<file path="config.mk">
export PLATFORM = sky130hd
export DESIGN_NAME = jamma_joy_mux
export DESIGN_NICKNAME = d
export VERILOG_FILES = /design/src/rtl/jamma_pkg.sv /design/src/rtl/joy_debounce.sv /design/src/rtl/jamma_joy_mux.sv
export SDC_FILE = /design/constraint.sdc
export NUM_CORES = 1
export LEC_CHECK = 0
export ABC_AREA = 1
export BUFFER_PORTS_ARGS = -buffer_cell sky130_fd_sc_hd__buf_4
export CAP_MARGIN = 20
export CORE_MARGIN = 10
export CORE_UTILIZATION = 48
export CTS_CLUSTER_DIAMETER = 60
export DETAILED_ROUTE_END_ITERATION = 8
export PLACE_DENSITY = 0.83
export REMOVE_ABC_BUFFERS = 1
export SLEW_MARGIN = 20
export SYNTH_ARGS = -nofsm -noshare
export SYNTH_HDL_FRONTEND = slang
export SYNTH_SLANG_ARGS = --single-unit
export TNS_END_PERCENT = 20
</file>
<file path="constraint.sdc">
create_clock -name CLK -period 1.3 [get_ports CLK]
set_input_delay 0.325 -clock CLK [delete_from_list [all_inputs] [get_ports CLK]]
set_output_delay 0.325 -clock CLK [all_outputs]
set_load 0.02 [all_outputs]
</file>
<file path="src/rtl/jamma_pkg.sv">
// Shared types and constants for the JAMMA joystick split adapter.
// Joystick vectors are active-low; bit order matches the host's JJOY mapping.
package jamma_pkg;

  localparam int JOY_W = 8;
  localparam logic [JOY_W-1:0] JOY_IDLE = 8'hFF;

  localparam int JOY_BIT_COIN  = 0;
  localparam int JOY_BIT_UP    = 1;
  localparam int JOY_BIT_DOWN  = 2;
  localparam int JOY_BIT_LEFT  = 3;
  localparam int JOY_BIT_RIGHT = 4;
  localparam int JOY_BIT_FIRE1 = 5;
  localparam int JOY_BIT_FIRE2 = 6;
  localparam int JOY_BIT_START = 7;

  typedef logic [JOY_W-1:0] joy_t;

endpackage

</file>
<file path="src/rtl/joy_debounce.sv">
// One player's switch conditioner: 2-FF synchronizer plus per-bit debounce.
// Debouncers exist only when JAMMA_JOY_DEBOUNCE_EN is defined; otherwise the bank is the synced vector.
module joy_debounce
  import jamma_pkg::*;
#(
  parameter int DEBOUNCE_BITS = 4
) (
  input  logic CLK,
  input  logic RESET,
  input  joy_t i_raw,
  output joy_t o_bank
);

  joy_t r_sync1;
  joy_t r_sync2;

  // Synchronizers release to the idle (not-pressed) level.
  always_ff @(posedge CLK) begin
    if (RESET) begin
      r_sync1 <= JOY_IDLE;
      r_sync2 <= JOY_IDLE;
    end else begin
      r_sync1 <= i_raw;
      r_sync2 <= r_sync1;
    end
  end

`ifdef JAMMA_JOY_DEBOUNCE_EN
  localparam logic [DEBOUNCE_BITS-1:0] CNT_MAX = '1;

  logic [DEBOUNCE_BITS-1:0] r_cnt [JOY_W];
  joy_t                     r_bank;

  // A bit is accepted only after differing for 2^DEBOUNCE_BITS consecutive cycles.
  always_ff @(posedge CLK) begin
    if (RESET) begin
      r_bank <= JOY_IDLE;
      for (int b = 0; b < JOY_W; b++) r_cnt[b] <= '0;
    end else begin
      for (int b = 0; b < JOY_W; b++) begin
        if (r_sync2[b] == r_bank[b]) begin
          r_cnt[b] <= '0;
        end else if (r_cnt[b] == CNT_MAX) begin
          r_bank[b] <= r_sync2[b];
          r_cnt[b]  <= '0;
        end else begin
          r_cnt[b] <= r_cnt[b] + 1'b1;
        end
      end
    end
  end

  assign o_bank = r_bank;
`else
  // Counter width has no meaning without debouncers; keep the parameter referenced.
  logic [DEBOUNCE_BITS-1:0] w_unused_cnt;
  assign w_unused_cnt = '0;

  assign o_bank = r_sync2;
`endif

endmodule

</file>
<file path="src/rtl/jamma_joy_mux.sv">
// JAMMA two-player joystick responder: per-player conditioning, JSELECT watchdog, output mux.
// Optional debouncing is controlled by the JAMMA_JOY_DEBOUNCE_EN macro inside joy_debounce.
module jamma_joy_mux
  import jamma_pkg::*;
#(
  parameter int DEBOUNCE_BITS = 4,
  parameter int TIMEOUT_BITS  = 8
) (
  input  logic       CLK,
  input  logic       RESET,
  input  logic       JSELECT,
  input  logic [7:0] P1_RAW,
  input  logic [7:0] P2_RAW,
  output logic [7:0] JJOY,
  output logic       SEL_ALIVE
);

  localparam logic [TIMEOUT_BITS-1:0] WD_MAX = '1;

  joy_t w_bank1;
  joy_t w_bank2;

  joy_debounce #(.DEBOUNCE_BITS(DEBOUNCE_BITS)) u_p1 (
    .CLK    (CLK),
    .RESET  (RESET),
    .i_raw  (P1_RAW),
    .o_bank (w_bank1)
  );

  joy_debounce #(.DEBOUNCE_BITS(DEBOUNCE_BITS)) u_p2 (
    .CLK    (CLK),
    .RESET  (RESET),
    .i_raw  (P2_RAW),
    .o_bank (w_bank2)
  );

  logic                    r_js1;
  logic                    r_js2;
  logic                    r_js_prev;
  logic [TIMEOUT_BITS-1:0] r_wd_cnt;
  logic                    r_alive;
  logic                    w_js_edge;

  assign w_js_edge = r_js2 ^ r_js_prev;

  // An edge always wins over saturation; alive drops on the cycle the counter saturates.
  always_ff @(posedge CLK) begin
    if (RESET) begin
      r_js1     <= 1'b1;
      r_js2     <= 1'b1;
      r_js_prev <= 1'b1;
      r_wd_cnt  <= '0;
      r_alive   <= 1'b0;
    end else begin
      r_js1     <= JSELECT;
      r_js2     <= r_js1;
      r_js_prev <= r_js2;
      if (w_js_edge) begin
        r_wd_cnt <= '0;
        r_alive  <= 1'b1;
      end else if (r_wd_cnt != WD_MAX) begin
        r_wd_cnt <= r_wd_cnt + 1'b1;
        if (r_wd_cnt == WD_MAX - 1'b1) r_alive <= 1'b0;
      end
    end
  end

  assign SEL_ALIVE = r_alive;

  // Raw JSELECT steers the mux so the host sees the bank within the same cycle.
  always_comb begin
    JJOY = w_bank1 & w_bank2;
    if (r_alive) JJOY = JSELECT ? w_bank2 : w_bank1;
  end

endmodule

</file>
# After elaboration in Yosys (flattened, before gate mapping)

Cells that the tools add are included.

Add/sub/neg operators: 1
Multiply operators: 0
Div/mod/pow operators: 0
Magnitude comparators: 0
Eq/ne operators: 2
Shift-type cells: 0
Muxes and demuxes: 5
Bitwise logic cells: 2
Reduce and logical (&&, ||, !) cells: 4

Operators with widths:

| operator            | number |
|---|---|
| $mux 8              | 2 |
| $add 8x1->8 const B | 1 |
| $and 8x8->8         | 1 |
| $eq 8x8->1 const B  | 1 |
| $ne 8x8->1 const B  | 1 |
| $reduce_bool 2->1   | 2 |
| $mux 1              | 3 |
| $reduce_and 2->1    | 1 |
| $reduce_or 2->1     | 1 |
| $xor 1x1->1         | 1 |

Register bits: 44
Bits in latches: 0
RAM bits: 0
Bits in read-only memories: 0
Input bits: 19
Output and inout bits: 9
Word-level logic and storage cells: 23
Memories kept: 0

# Longest topological paths before layout

Gate-level depths: netlist of run 1.

Depth after elaboration: 4
Mapped depth: 8
Gate-level depth less buffers: 8

# By module

A second synthesis of run 1 with hierarchy kept.

Cells, all modules: 201
Area, all modules: 1587.8 um^2

By module, submodules not included:

| module        | instances | cells an instance | area each (um^2) | sequential area each (um^2) |
|---|---|---|---|---|
| joy_debounce  | 2         | 50                | 455.4            | 320.3 |
| jamma_joy_mux | 1         | 101               | 676.9            | 240.2 |

# Worst setup path after synthesis of run 1

No wires, ideal clock.

Path type: register to output
From: reg r_alive, in the netlist SEL_ALIVE
To: out JJOY[0]
Data arrival time: 1.071 ns
Data required time: 0.975 ns
Slack: -0.096 ns
Stages on the path, launching flop included: 5
Buffers on the path: 0
Cells stage by stage: dfxtp_1 > inv_1 > nor2_1 > o22ai_1 > inv_1

Longest elaborated chain between the ends: 1

RTL lines:

| item                   | RTL line            | source |
|---|---|---|
| from (decl)            | jamma_joy_mux.sv:41 | `logic r_alive;` |
| from (signal assigned) | jamma_joy_mux.sv:53 | `r_alive <= 1'b0;` |
| from (signal assigned) | jamma_joy_mux.sv:60 | `r_alive <= 1'b1;` |
| from (signal assigned) | jamma_joy_mux.sv:63 | `if (r_wd_cnt == WD_MAX - 1'b1) r_alive <= 1'b0;` |
| $mux 8                 | jamma_joy_mux.sv:73 | `if (r_alive) JJOY = JSELECT ? w_bank2 : w_bank1;` |
| to (decl)              | jamma_joy_mux.sv:14 | `output logic [7:0] JJOY,` |

Every way passes these cells.

# Worst setup path after layout of run 1

From: reg r_alive, in the netlist SEL_ALIVE
To: out JJOY[5]

Same word-level chain as after synthesis.

==> impl_metrics.toml, run 1 <==
[yosys]
yosysMostFrequentCell = "dfxtp_1"
synth_edf_count = 0
synth_area_sq_mm = 0.001535
synth_top_area_cell = "dfxtp_1"
synth_fa_ha_area_frac = 0.01630
synth_top_area_share = 0.5738
synthesis.instances = 164
synth_top_family_by_area = "simple AND/OR/NAND/NOR gates"
synth_compound_area_frac = 0.06357
synthDistinctLibCells = 23
synth-simple-area-share = 0.2616
ys_seq_area_frac = 0.5738
async_reset_ff_frac = 0
yosys.area_share.xor_xnor = 0.01711
avgSynthCellArea_sq_um = 9.361
ys_ff_latch = 44
yosys_warnings = 0
yosys-top-cells-count = "dfxtp_1 (44), or2_2 (35), inv_1 (23), nand2_1 (17), o22ai_1 (8)"
synth_mux_area_frac = 0
synth.area.top_cells = "dfxtp_1 (57%), or2_2 (14%), inv_1 (5.6%)"
synth_ff_type = "dfxtp_1"

[cells_and_area]
final_cell_area_sq_mm = 0.001971
area_delta_synth_final_pct = 28.36
fin_cells = 243
fin_nets = 219
drive_gt1_frac = 0.4523
antenna_cells = 0

[sta]
worstMarginPinSlew_ns = 0.2668
worst_slack_ns = -0.3249
fmax_ghz = 0.6154
post-route-min-period_ns = 1.625
whs_ns = 0.1327
finalHoldViolCount = 0
setup_viol = 8
rsz0062_at_grt = "yes"
report.final.slew_viol_count = 0
fin_crit_sh = 1.250
relSlewSlack = 0.8222
skew_ns = 0.003923

[setup_path]
worst-path-buf-inv = 4
path_max_fanout = 8
critPathMaxStageDelay_ns = 0.37
crit_path_top_delay_cell = "dfxtp_2"
required_ns = 0.98
path_cells = "inv_2, nor2_2, buf_6, o22ai_1, inv_1, buf_6"
critPathKind = "reg2out"
worstReg2RegEnd = "r_wd_cnt[1]"
cp-start-kind = "flop"
r2r_start = "r_wd_cnt[0]"
critPathCaptureType = "output pin"
path_delay_family = "buffers and inverters"
r2r.worst_path.cells = 6
r2r_slack_ns = 0.14
crit_arrival_ns = 1.30
cpMostUsedCell = "buf_6"

[grt]
grt-ovfl-total = 0
antenna_found_initial = 0
grt_pass1_vias = 1166
grtUsageTotal = 0.1020
grt_max_degree = 38
grt_pass1_wl_mm = 4.781

[status]
status = "finished with violations"
violations = "setup timing"

[clock_tree]
clock_path_buffers = 2
cts-buffers-inserted = 5
cts_tree = "done"
clk_pin_slew_ns = 0.13
root_buffer = "clkbuf_4"
insertion_delay_ns = 0.36
htree_levels = 2
numClockSinks = 44

[floorplanning]
dieArea_sq_mm = 0.005861
die_x_um = 76.56
rows = 20
ioPinCount = 28
core_area_sq_mm = 0.003053
die_h_um = 76.56
start_util = 0.5029

[routing]
drcViolationCount = 0
drt_iter0_markers = 89
vias_per_cell = 4.576
routed_wl_mm = 2.758
wl_per_cell_um = 11.35
drt_first_pass_iters = 4
vias = 1112
drt.antenna.violating_nets = 0

[placed_design]
placed_area_sq_mm = 0.001805
dpl.hpwl_mm = 1.983
port_buffers = 27
placed_cells = 235
dp_slack_ns = -0.06776
routabilityCongestion = 0.8653

[hold_path]
whs_endpoint = "u_p2.r_sync1[4]"
hp-class = "in2reg"
hold_path_depth = 2
hold_path_startpoint = "P2_RAW[4]"

[flow_run]
cap_viol_max_count = 0

[pwr]
power.density_mw_per_mm2 = 1295
p_leak_uw = 0.0008752
power_uw = 2551
ir_drop_v = 0.001052
power breakdown:
| part | switching (uW) | leakage [uW] | internal [uW] |
|---|---|---|---|
| logic | 116 | 0.000469 | 147 |
| registers | 24.7 | 0.000364 | 1410 |
| clock network | 443 | 0.0000418 | 411 |
worst max path at each step:
| stage | start | to | cells past startpoint |
|---|---|---|---|
| finish | SEL_ALIVE | JJOY[5] | 6 |
| global route | SEL_ALIVE | JJOY[2] | 6 |
| CTS | SEL_ALIVE | JJOY[3] | 6 |
| detailed placement | JSELECT | JJOY[0] | 6 |
| global placement | JSELECT | JJOY[0] | 6 |
| floorplan | SEL_ALIVE | JJOY[0] | 4 |
cells by family after synthesis:
kind of cell | after synthesis
xor+xnor | 3
compound gates | 17
simple gates | 71
buf+inv | 27
fa+ha+maj | 2
flops | 44
registers in the layout, summed over array words and instances (netlist names):
signal / count
SEL_ALIVE: 1
u_p1.r_sync1: 8
u_p2.r_sync1: 8
r_wd_cnt: 8
r_js_prev: 1
u_p1.o_bank: 8
u_p2.o_bank: 8
r_js1: 1
r_js2: 1
per-layer routing:
metal,vias to the layer above,GRT usage,share of wire
met5,-,0,0
met4,0,0.06691,0.035
met3,9,0.04127,0.046
met2,23,0.1777,0.52
met1,507,0.09686,0.40
li1,573,-,-
placed cells by master, fill, tap and decap left out:
master / n
dfxtp_1: 42
or2_2: 35
buf_4: 21
inv_1: 20
nand2_1: 17
buf_6: 10
nand3_1: 7
a21oi_1: 5
nor2_1: 5
clkbuf_4: 5
o22ai_2: 4
inv_2: 3
o22ai_1: 3
dfxtp_2: 2
nor2_2: 2
xor2_1: 2
o21ai_1: 2
ha_1: 2
o22ai_4: 1
nor2_4: 1
nand2_2: 1
nor2_8: 1
nand2_4: 1
xnor2_1: 1
a21boi_0: 1
nand4_1: 1
o21ai_0: 1
clkinvlp_4: 1
inv_6: 1
bufinv_16: 1
layout make-up:
class / instances / area (sq um)
Clock buffer: 5 / 37.54
Clock inverter: 3 / 46.29
Fill cell: 247 / 1082
Inverter: 23 / 86.33
Multi-Input combinational cell: 93 / 591.8
Sequential cell: 44 / 883.3
Tap cell: 44 / 55.05
Timing Repair Buffer: 31 / 270.3
per-stage QoR:
| stage | util | setup TNS, ns |
|---|---|---|
| 4_1_cts | 0.6385 | -2.690 |
| 3_3_place_gp | 0.5914 | -0.2406 |
| 3_5_place_dp | 0.5914 | -0.3179 |
| 2_1_floorplan | - | -0.7645 |
| 6_report | 0.6455 | -2.529 |
| 5_1_grt | 0.6455 | -3.283 |
timing repair:
item	CTS	global route
endpoints found under the setup margin	9	11
endpoints found under the hold margin	0	0
buffers inserted	0	0
resized for setup	15	7
hold buffers	0	0
pin swaps	0	2
Power figures use the tool's default switching activity.
==> run 2: changes to the inputs <==
CORE_MARGIN = not set   (was 10)
CORE_UTILIZATION = 55   (was 48)
PLACE_DENSITY = 0.89   (was 0.83)
clock period = 1.9 ns   (was 1.3 ns; I/O delays follow)
==> run 2 against run 1 <==
The flow now finishes without violations. Via count shrank 2.7%. Critical path type unchanged. Sequential power shrank 32%. Combinational power shrank 42%. Cell area shrank 6.7%. Largest cell class unchanged. Flip-flop and latch count is the same. First-iteration DRC count shrank 91%. Clock power shrank 46%. Routed wire length shrank 15%. Global-route usage grew 8.7 points. Hold slack gained 0.17 ns. Register-to-register slack gained 0.42 ns. Power shrank 38%. Largest power group unchanged.
==> impl_metrics.toml, run 2 (synthesized netlist as in run 1, its figures left out) <==
[hold_path]
hp-class = "in2reg"
hold_path_startpoint = "P2_RAW[2]"

[clock_tree]
clock_path_buffers = 2
htree_levels = 2
numClockSinks = 44
cts_hold_buffers = 0
cts-buffers-inserted = 5
cts_tree = "done"
root_buffer = "clkbuf_4"
clk_pin_slew_ns = 0.11
insertion_delay_ns = 0.34

[routing]
drt_iter0_markers = 8
wl_per_cell_um = 10.38
drt.antenna.violating_nets = 0
routed_wl_mm = 2.346
vias_per_cell = 4.788
vias = 1082
drt_first_pass_iters = 4
drcViolationCount = 0

[setup_path]
crit_path_top_delay_cell = "dfxtp_2"
r2r_start = "r_wd_cnt[1]"
path_max_fanout = 8
crit_arrival_ns = 1.31
critPathMaxStageDelay_ns = 0.35
path_cells = "nand2_1, inv_1, o22ai_1, inv_1, buf_4"
setup.worst_path.start = "SEL_ALIVE"
path_delay_family = "flip-flops"
worst-path-buf-inv = 3
critPathCaptureType = "output pin"
cp-start-kind = "flop"
critPathKind = "reg2out"
cpMostUsedCell = "inv_1"
required_ns = 1.42

[sta]
relSlewSlack = 0.8233
fmax_ghz = 0.5617
tns_ns = 0
post-route-min-period_ns = 1.780
skew_ns = 0.007891
worstMarginPinSlew_ns = 0.2650
finalHoldViolCount = 0
report.final.slew_viol_count = 0
fin_crit_sh = 0.9371
setup_viol = 0
rsz0062_at_grt = "no"

[pwr]
ir_drop_v = 0.0008837
pwr-share-comb = 0.095
p_leak_uw = 0.0008420
intPower_uw = 1255
p_clk_frac = 0.291
power_switching_share = 0.2125
seqPwrFrac = 0.614
p_sw_uw = 338.9
power.density_mw_per_mm2 = 866.8

[floorplanning]
start_util = 0.5980
die_x_um = 54.83
dieArea_sq_mm = 0.003006
core_area_sq_mm = 0.002567
die_h_um = 54.83
ioPinCount = 28
rows = 18

[cells_and_area]
area_delta_synth_final_pct = 19.80
layout_common_cells = "dfxtp_1 (43), or2_2 (35), buf_4 (29)"
final_common_cell = "dfxtp_1"
drive_gt1_frac = 0.3929
final_cell_area_sq_mm = 0.001839
fin_nets = 217
antenna_cells = 0
fin_cells = 226

[grt]
grt_pass1_vias = 943
gr-usage-met3 = 0.09167
grt_util_met2 = 0.3333
antenna_found_initial = 0
grt_pass1_wl_mm = 3.760
use_met1 = 0.1762
busiest_layer = "met2"
grt_max_degree = 38
grtUsageTotal = 0.1891
grt-ovfl-total = 0

[placed_design]
port_buffers = 27
placed_area_sq_mm = 0.001765
routabilityCongestion = 0.7632
dpl.hpwl_mm = 1.637
placed_cells = 218

[flow_run]
cap_viol_max_count = 0

[status]
status = "complete, no violations"
==> run 2: cell types whose count changed in the layout (fill, tap and decap cells not counted), sizes merged <==
| cell | before | now |
|---|---|---|
| clkinvlp | 1 | 0 |
| clkbuf | 5 | 7 |
| inv | 24 | 23 |
| bufinv | 1 | 0 |
| buf | 31 | 29 |
==> run 2: area by class of cell <==
class / instances / area [sq um]
clock buffers: 7 / 65.06
fillers: 188 / 728.2
inverters: 23 / 86.33
multi-input cells: 93 / 550.5
flip-flops and latches: 44 / 882.1
well taps: 30 / 37.54
repair buffers: 29 / 217.7
==> run 2: through the flow <==
stage	total power, uW	setup slack, ns	utilization	hold slack (ns)
after floorplan	1078	0.3544	-	0.3895
after detailed placement	1149	0.2383	0.6876	0.3928
final	1594	0.1196	0.7164	0.3067
after global routing	1679	0.006892	0.7164	0.2716
after global placement	1144	0.2568	0.6876	0.3908
after CTS	1620	0.03166	0.7130	0.2804
==> run 2: final timing paths <==
kind | slack [ns] | endpoint | cells after the start
worst max register to register | 0.56 | r_wd_cnt[6] | 6
worst max-delay path | 0.12 | JJOY[3] | 5
worst min register to register | 0.41 | u_p1.o_bank[3] | 1
worst min-delay path | 0.31 | u_p2.r_sync1[2] | 2
==> run 2: power by group through the flow <==
stage,Sequential [uW],Clock (uW),Combinational [uW]
detailed placement,999,0,150
global route,984,527,168
floorplan,997,0,80.6
global placement,998,0,146
finish,978,464,152
CTS,978,490,151
==> run 2: routing by layer <==
metal | vias to the layer above | routed length, um | share of wire
met3 | 5 | 114 | 0.049
met1 | 485 | 981 | 0.42
li1 | 568 | - | -
met2 | 24 | 1195 | 0.51
met4 | 0 | 56 | 0.024
met5 | - | 0 | 0
==> run 2: what timing repair did <==
| action | CTS | global route |
|---|---|---|
| endpoints found under the hold margin | 0 | 0 |
| resized for setup | 0 | 1 |
| buffers inserted | 0 | 1 |
| endpoints found under the setup margin | 0 | 8 |
==> run 3: changes to the inputs <==
==> constraint.sdc (replaced) <==
create_clock -name CLK -period 1.9 [get_ports CLK]
set_input_delay 0.095 -clock CLK [delete_from_list [all_inputs] [get_ports CLK]]
set_output_delay 0.095 -clock CLK [all_outputs]
set_load 0.02 [all_outputs]
==> run 3 against run 2 <==
Final cell count rose by 7.1%. Sequential power about the same. Power grew 1.1%. Hold slack worse by 0.17 ns. Global-route usage is 3.7 points higher. Combinational power is 19% higher. Critical path depth did not move. Setup slack gained 0.086 ns. Count of clock-buffer cells in the layout increased by 1. Non-clock buffer count rose by 15. Clock skew grew 0.0064 ns.
==> impl_metrics.toml, run 3 (synthesized netlist as in run 1, its figures left out) <==
[grt]
grt-ovfl-total = 0
grt_pass1_wl_mm = 4.547
grt_pass1_vias = 1058
grtUsageTotal = 0.2263
grt_max_degree = 38
antenna_found_initial = 0

[placed_design]
dpl.hpwl_mm = 1.781
routabilityCongestion = 0.7814
port_buffers = 27

[sta]
fin_crit_sh = 0.8918
relSlewSlack = 0.6509
finalHoldViolCount = 0
fmax_ghz = 0.5902
post-route-min-period_ns = 1.694
report.final.slew_viol_count = 0
skew_ns = 0.01427
tns_ns = 0
worstMarginPinSlew_ns = 0.5217
setup_viol = 0
rsz0062_at_grt = "no"

[routing]
vias_per_cell = 4.860
drcViolationCount = 0
drt.antenna.violating_nets = 0
routed_wl_mm = 2.972
drt_iter0_markers = 15
vias = 1176
wl_per_cell_um = 12.28
drt_first_pass_iters = 4

[cells_and_area]
area_delta_synth_final_pct = 29.42
final_common_cell = "dfxtp_1"
antenna_cells = 0
drive_gt1_frac = 0.3443
layout_common_cells = "dfxtp_1 (44), or2_2 (35), buf_4 (27)"
fin_nets = 232
fin_util = 0.7739

[clock_tree]
postCtsSetupBuffers = 0
htree_levels = 2
clock_path_buffers = 2
insertion_delay_ns = 0.34
clk_pin_slew_ns = 0.12
numClockSinks = 44
root_buffer = "clkbuf_4"
cts_resized = 0
cts_hold_buffers = 17
cts_tree = "done"
cts-buffers-inserted = 5

[pwr]
power.density_mw_per_mm2 = 811.0
p_leak_uw = 0.0008972
ir_drop_v = 0.0007299

[setup_path]
crit_arrival_ns = 1.60
r2r_slack_ns = 0.57
path_max_fanout = 8
required_ns = 1.80
critPathKind = "reg2out"
critPathCaptureType = "output pin"
cp-start-kind = "flop"

[floorplanning]
dieArea_sq_mm = 0.003006
die_x_um = 54.83
ioPinCount = 28
core_area_sq_mm = 0.002567
rows = 18
start_util = 0.5980
die_h_um = 54.83

[status]
status = "complete, no violations"

[hold_path]
hp-class = "in2reg"

[flow_run]
cap_viol_max_count = 0
-- run 3: cell types whose count changed in the layout (fill, tap and decap cells not counted) --
cell / delta
clkbuf_8: -1
dlygate4sd3_1: +17
buf_4: -2
dfxtp_2: -1
dfxtp_1: +1
clkbuf_1: +2
-- run 3: power breakdown --
group	total (uW)	switching (uW)	leakage, uW	internal, uW
registers	980	17.0	0.000364	963
logic	181	79.2	0.000501	102
clock network	450	267	0.0000326	183
total	1610	363	0.000897	1250
-- run 3: worst paths after layout --
check,start,endpoint,cells after the start
worst min-delay path,RESET,SEL_ALIVE,2
worst max register to register,r_wd_cnt[1],r_wd_cnt[6],6
worst max-delay path,SEL_ALIVE,JJOY[3],5
worst min register to register,u_p1.r_sync1[7],u_p1.o_bank[7],1
-- run 3: layout make-up --
type	count	area, sq um
Clock buffer	8	58.81
Timing Repair Buffer	44	372.9
Sequential cell	44	880.8
Multi-Input combinational cell	93	550.5
Tap cell	30	37.54
Fill cell	166	580.6
Inverter	23	86.33
-- run 3: worst max-delay path: stages (launching register included) --
cell     delay [ns]
dfxtp_1        0.41
inv_1          0.05
nor2_1         0.40
o22ai_1        0.16
inv_1          0.09
buf_4          0.14
-- run 3: per-layer routing --
layer | share of wire | global-route usage | vias up
met3 | 0.049 | 0.07778 | 4
met1 | 0.43 | 0.2470 | 538
met4 | 0.011 | 0.08974 | 0
met2 | 0.51 | 0.3956 | 37
li1 | - | - | 597
met5 | 0 | 0 | -
-- run 3: through the flow --
stage               power, uW  instances  instance area, sq um  worst slack, ns  hold WS, ns
floorplan                1078        160                  1518           0.7344       0.1641
global placement         1143        217                  1758           0.6576       0.2791
finish                   1611        242                  1987           0.2055       0.1401
CTS                      1612        242                  1987           0.1874       0.1306
global route             1682        242                  1987          0.06803       0.1489
detailed placement       1150        217                  1758           0.5897       0.2821
